===== src/rtl/mips_cpu_alu_arbiter.sv =====
// ============================================================================
// mips_cpu_alu_arbiter : two-requester arbiter in front of a shared MIPS ALU.
// Optional round-robin arbitration: define MIPS_CPU_ALU_ARB_ROUND_ROBIN_EN.
// Revision: 1.0
// ============================================================================
`default_nettype none

module mips_cpu_alu_arbiter (
  input  logic        clk,
  input  logic        rst_n,

  input  logic        req0_valid,
  output logic        req0_ready,
  input  logic [3:0]  req0_control,
  input  logic [4:0]  req0_shamt,
  input  logic [31:0] req0_a,
  input  logic [31:0] req0_b,

  input  logic        req1_valid,
  output logic        req1_ready,
  input  logic [3:0]  req1_control,
  input  logic [4:0]  req1_shamt,
  input  logic [31:0] req1_a,
  input  logic [31:0] req1_b,

  output logic        resp0_valid,
  output logic        resp1_valid,
  output logic [31:0] resp_data,
  output logic        resp_zero,
  output logic        resp_equal,
  output logic        resp_negative,

  output logic [3:0]  alu_control,
  output logic [4:0]  alu_shift_amt,
  output logic [31:0] alu_a,
  output logic [31:0] alu_b,
  input  logic [31:0] alu_out,
  input  logic        alu_zero,
  input  logic        alu_equal,
  input  logic        alu_negative
);

  typedef enum logic [1:0] {
    ST_IDLE = 2'd0,
    ST_EXEC = 2'd1,
    ST_RESP = 2'd2
  } state_t;

  state_t      state_q, state_d;
  logic [3:0]  ctrl_q, ctrl_d;
  logic [4:0]  shamt_q, shamt_d;
  logic [31:0] a_q, a_d;
  logic [31:0] b_q, b_d;
  logic        id_q, id_d;
  logic [31:0] data_q, data_d;
  logic        zero_q, zero_d;
  logic        equal_q, equal_d;
  logic        neg_q, neg_d;
  logic [1:0]  rvalid_q, rvalid_d;

  logic        grant;
  logic        accept;
  logic        in_idle;
  logic        in_exec;

`ifdef MIPS_CPU_ALU_ARB_ROUND_ROBIN_EN
  logic        last_q, last_d;

  // On a tie the requester that did not win last time is served.
  always_comb begin
    if (req0_valid && req1_valid) begin
      grant = ~last_q;
    end else begin
      grant = ~req0_valid;
    end
  end

  always_comb begin
    last_d = last_q;
    if (accept) begin
      last_d = grant;
    end
  end
`else
  always_comb begin
    grant = ~req0_valid;
  end
`endif

  assign in_idle = (state_q == ST_IDLE);
  assign in_exec = (state_q == ST_EXEC);

  // Ready is gated by rst_n so nothing is handshaken while reset is held.
  assign req0_ready = rst_n && in_idle && !grant && req0_valid;
  assign req1_ready = rst_n && in_idle &&  grant && req1_valid;
  assign accept     = req0_ready || req1_ready;

  always_comb begin
    state_d  = state_q;
    ctrl_d   = ctrl_q;
    shamt_d  = shamt_q;
    a_d      = a_q;
    b_d      = b_q;
    id_d     = id_q;
    data_d   = data_q;
    zero_d   = zero_q;
    equal_d  = equal_q;
    neg_d    = neg_q;
    rvalid_d = 2'b00;

    case (state_q)
      ST_IDLE: begin
        if (accept) begin
          state_d = ST_EXEC;
          id_d    = grant;
          if (grant) begin
            ctrl_d  = req1_control;
            shamt_d = req1_shamt;
            a_d     = req1_a;
            b_d     = req1_b;
          end else begin
            ctrl_d  = req0_control;
            shamt_d = req0_shamt;
            a_d     = req0_a;
            b_d     = req0_b;
          end
        end
      end
      ST_EXEC: begin
        state_d  = ST_RESP;
        data_d   = alu_out;
        zero_d   = alu_zero;
        equal_d  = alu_equal;
        neg_d    = alu_negative;
        rvalid_d = id_q ? 2'b10 : 2'b01;
      end
      ST_RESP: begin
        state_d = ST_IDLE;
      end
      default: begin
        state_d = ST_IDLE;
      end
    endcase
  end

  always_ff @(posedge clk) begin
    if (!rst_n) begin
      state_q  <= ST_IDLE;
      ctrl_q   <= 4'h0;
      shamt_q  <= 5'd0;
      a_q      <= 32'd0;
      b_q      <= 32'd0;
      id_q     <= 1'b0;
      data_q   <= 32'd0;
      zero_q   <= 1'b0;
      equal_q  <= 1'b0;
      neg_q    <= 1'b0;
      rvalid_q <= 2'b00;
`ifdef MIPS_CPU_ALU_ARB_ROUND_ROBIN_EN
      last_q   <= 1'b1;
`endif
    end else begin
      state_q  <= state_d;
      ctrl_q   <= ctrl_d;
      shamt_q  <= shamt_d;
      a_q      <= a_d;
      b_q      <= b_d;
      id_q     <= id_d;
      data_q   <= data_d;
      zero_q   <= zero_d;
      equal_q  <= equal_d;
      neg_q    <= neg_d;
      rvalid_q <= rvalid_d;
`ifdef MIPS_CPU_ALU_ARB_ROUND_ROBIN_EN
      last_q   <= last_d;
`endif
    end
  end

  // The ALU only sees operands during EXEC; it is fed zeros otherwise.
  assign alu_control   = in_exec ? ctrl_q  : 4'h0;
  assign alu_shift_amt = in_exec ? shamt_q : 5'd0;
  assign alu_a         = in_exec ? a_q     : 32'd0;
  assign alu_b         = in_exec ? b_q     : 32'd0;

  assign resp0_valid   = rvalid_q[0];
  assign resp1_valid   = rvalid_q[1];
  assign resp_data     = data_q;
  assign resp_zero     = zero_q;
  assign resp_equal    = equal_q;
  assign resp_negative = neg_q;

endmodule

`default_nettype wire

===== config.mk =====
export PLATFORM = sky130hd
export DESIGN_NAME = mips_cpu_alu_arbiter
export DESIGN_NICKNAME = d
export VERILOG_FILES = /design/src/rtl/mips_cpu_alu_arbiter.sv
export SDC_FILE = /design/constraint.sdc
export NUM_CORES = 1
export LEC_CHECK = 0
export BUFFER_PORTS_ARGS = -buffer_cell sky130_fd_sc_hd__buf_2
export CORE_ASPECT_RATIO = 0.8
export CORE_MARGIN = 1
export CORE_UTILIZATION = 39
export CTS_BUF_LIST = sky130_fd_sc_hd__clkbuf_4 sky130_fd_sc_hd__clkbuf_8
export DETAILED_ROUTE_END_ITERATION = 8
export HOLD_SLACK_MARGIN = 0.1
export PLACE_DENSITY = 0.77
export SLEW_MARGIN = 20
export SYNTH_ARGS = -nofsm -noshare
export SYNTH_HDL_FRONTEND = slang
export SYNTH_SLANG_ARGS = --single-unit

===== constraint.sdc =====
create_clock -name clk -period 2.21 [get_ports clk]
set_input_delay 0.1105 -clock clk [delete_from_list [all_inputs] [get_ports clk]]
set_output_delay 0.1105 -clock clk [all_outputs]
set_load 0.01 [all_outputs]

==> flow_metrics.env <==
export IMPL_ant_nets=0
export IMPL_min_path_type="primary input to flop"
export IMPL_grt_pass1_wl_um=29100
export IMPL_max_stage_delay_ps=510
export IMPL_routed_via_density=4.75
export IMPL_htree_levels=4
export IMPL_drt_wl_total_um=18700
export IMPL_critPathKind="flop to primary output"
export IMPL_r2r_end="b_q[1]"
export IMPL_reg2reg_depth=4
export IMPL_die_h_um=105
export IMPL_cts_resized=0
export IMPL_relSlewSlack=0.593
export IMPL_first_pass_iters=5
export IMPL_fin_ws_ps=218
export IMPL_dieArea_um2=13800
export IMPL_cp_max_fo=65
export IMPL_nets=1217
export IMPL_yosys_top_cells_count="mux2i_1 (146), nand2_1 (143), dfxtp_1 (113), and2_1 (73), a21oi_1 (36)"
export IMPL_dp_hpwl_um=9680
export IMPL_synth_seq_cells=113
export IMPL_drc=0
export IMPL_path_depth=4
export IMPL_cap_violations=0
export IMPL_drive_gt1_frac=0.325
export IMPL_worstSetupStartpoint="state_q[0]"
export IMPL_synth_top_area_share=0.434
export IMPL_clk_pin_slew_ps=70
export IMPL_ioPinCount=297
export IMPL_setup_violations=0
export IMPL_worst_setup_path_end_kind="primary output"
export IMPL_hold_viol=0
export IMPL_place_congestion=0.784
export IMPL_dr_total_vias=5798
export IMPL_cp_required_ps=2100
export IMPL_r2r_start="state_q[1]"
export IMPL_synth_enable_flop_cells=0
export IMPL_synth_flop_cell="dfxtp_1"
export IMPL_port_buffers=296
export IMPL_r2r_slack_ps=620
export IMPL_grt_remaining_overflow=0
export IMPL_vdd_drop_max_v=0.000444
export IMPL_clkSinkCount=113
export IMPL_p_leak_nw=4.77
export IMPL_finalCriticalPeriod_ps=1990
export IMPL_crit_path_cell_trace="nor2b_4 -> buf_4 -> and2_1 -> buf_2"
export IMPL_synth_net_count=756
export IMPL_wl_per_cell_um=15.3
export IMPL_placed_area_um2=6790
export IMPL_antenna_found_initial=1
export IMPL_drt_initial_drc_count=229
export IMPL_finish_utilization=0.697
export IMPL_coreArea_um2=13000
export IMPL_critPathBufInv=2
export IMPL_clock_root_buffer="clkbuf_8"
export IMPL_synth_area_leader_cell="dfxtp_1"
export IMPL_fin_area_um2=9040
export IMPL_cp_start_kind="flop"
export IMPL_synth_most_common_cell="mux2i_1"
export IMPL_critPathSlowestCell="buf_4"
export IMPL_rows=37
export IMPL_start_util=0.402
export IMPL_cts_buffer_depth=2
export IMPL_cts_buffers=17
export IMPL_post_cts_buffers=0
export IMPL_worst_slew_pin_slew_ps=610
export IMPL_syn_cell_area_um2=5210
export IMPL_clk_latency_ps=410
export IMPL_syn_inst=571
export IMPL_async_flop_share=0
export IMPL_yosysSeqAreaShare=0.434
export IMPL_synth_area_leaders="dfxtp_1 (43%), mux2i_1 (28%), nand2_1 (10%)"
export IMPL_ys_warn_count=0
export IMPL_tritoncts="done"
export IMPL_yosys_cell_types_count=21
export IMPL_drv_slew=0
export IMPL_post_route_period_util=0.901
export IMPL_critPathCapture="alu_b[27]"
export IMPL_fmax_ghz=0.502
export IMPL_place_ws_ps=637
export IMPL_critical_path_top_delay_family="buffers and inverters"
export IMPL_fin_tns_setup_ps=0
export IMPL_worst_clock_skew_ps=9.56
export IMPL_outcome="complete, no violations"
export IMPL_arrival_ps=1880
export IMPL_synth_avg_cell_area_um2=9.12
export IMPL_die_x_um=131
export IMPL_pwr_density_cell_nw_per_um2=614
export IMPL_grt_start_max_net_pins=66
export IMPL_grt_pass1_vias=6045
export IMPL_grt_usage=0.267
export IMPL_area_delta_synth_final_pct=73.5
export IMPL_grt_setup_unrepaired="no"
worst min-delay path, cell delays in order:
cell and delay, ps:
buf_2 110, buf_4 270, nand2_1 120, mux2i_1 50
through the flow:
stage          instances  power [W]  hold slack [ps]
6_report            1221    0.00555              300
5_1_grt             1219    0.00582              283
4_1_cts             1219    0.00554              267
3_5_place_dp        1005    0.00328              359
3_3_place_gp        1005    0.00325              353
2_1_floorplan        571    0.00291              246
layout make-up:
class	count	area (um2)
fill	936	3930
timing repair buffer	488	3420
multi-input combinational	410	2720
sequential	113	2260
clock buffer	20	275
tap	175	219
clock inverter	11	131
inverter	2	7.51
antenna	2	5.00
logic make-up (layout without fill, tap and decap cells):
logic type             Yosys count  in the layout  synth area share
buffers and inverters           48            521            0.0459
other                            0              2                 0
multiplexers                   146            146             0.281
AO/OA/AOI/OAI                   37             37            0.0360
AND/OR/NAND/NOR                227            227             0.203
flip-flops                     113            113             0.434
timing repair:
item / in CTS / in global routing
setup endpoints to repair: 0 / 0
endpoints found under the hold margin: 109 / 0
hold buffers: 183 / 0
report_power, final:
group	internal (W)	total, W	switching, W
Clock	0.00109	0.00197	0.000872
Combinational	0.000695	0.00125	0.000553
Sequential	0.00224	0.00233	0.0000948
flip-flops by register name, indices dropped and copies added (netlist names), 2 cells and up:
| register | count |
|---|---|
| b_q | 32 |
| ctrl_q | 4 |
| state_q | 2 |
| resp_data | 32 |
| rvalid_q | 2 |
| a_q | 32 |
| shamt_q | 5 |
routing by layer:
layer / vias up / GRT usage / routed length, um
li1: 2803 / - / -
met1: 2642 / 0.263 / 6950
met2: 276 / 0.491 / 9680
met3: 77 / 0.0914 / 1250
met4: 0 / 0.151 / 852
met5: - / 0 / 0
how the worst min path moves through the flow:
stage | start | endpoint | slack, ps | depth (start not counted)
3_5_place_dp | alu_out[8] | resp_data[8] | 360 | 3
4_1_cts | rst_n | a_q[3] | 270 | 4
5_1_grt | rst_n | a_q[1] | 280 | 4
2_1_floorplan | alu_out[0] | resp_data[0] | 250 | 2
3_3_place_gp | alu_out[24] | resp_data[24] | 350 | 3
6_report | rst_n | a_q[3] | 300 | 4
cells in the final DEF (no fill, tap or decap), types with 2 or more instances in the layout:
cell type,count
clkinv_4,4
and2_1,73
diode_2,2
buf_12,3
buf_4,7
dfxtp_1,113
bufinv_16,2
nand2_1,143
mux2i_1,146
a21oi_1,36
buf_2,295
dlygate4sd3_1,183
clkinvlp_4,3
nor2_1,3
clkbuf_8,20
and3_1,2
No activity file was read; power rests on OpenSTA's default activity.
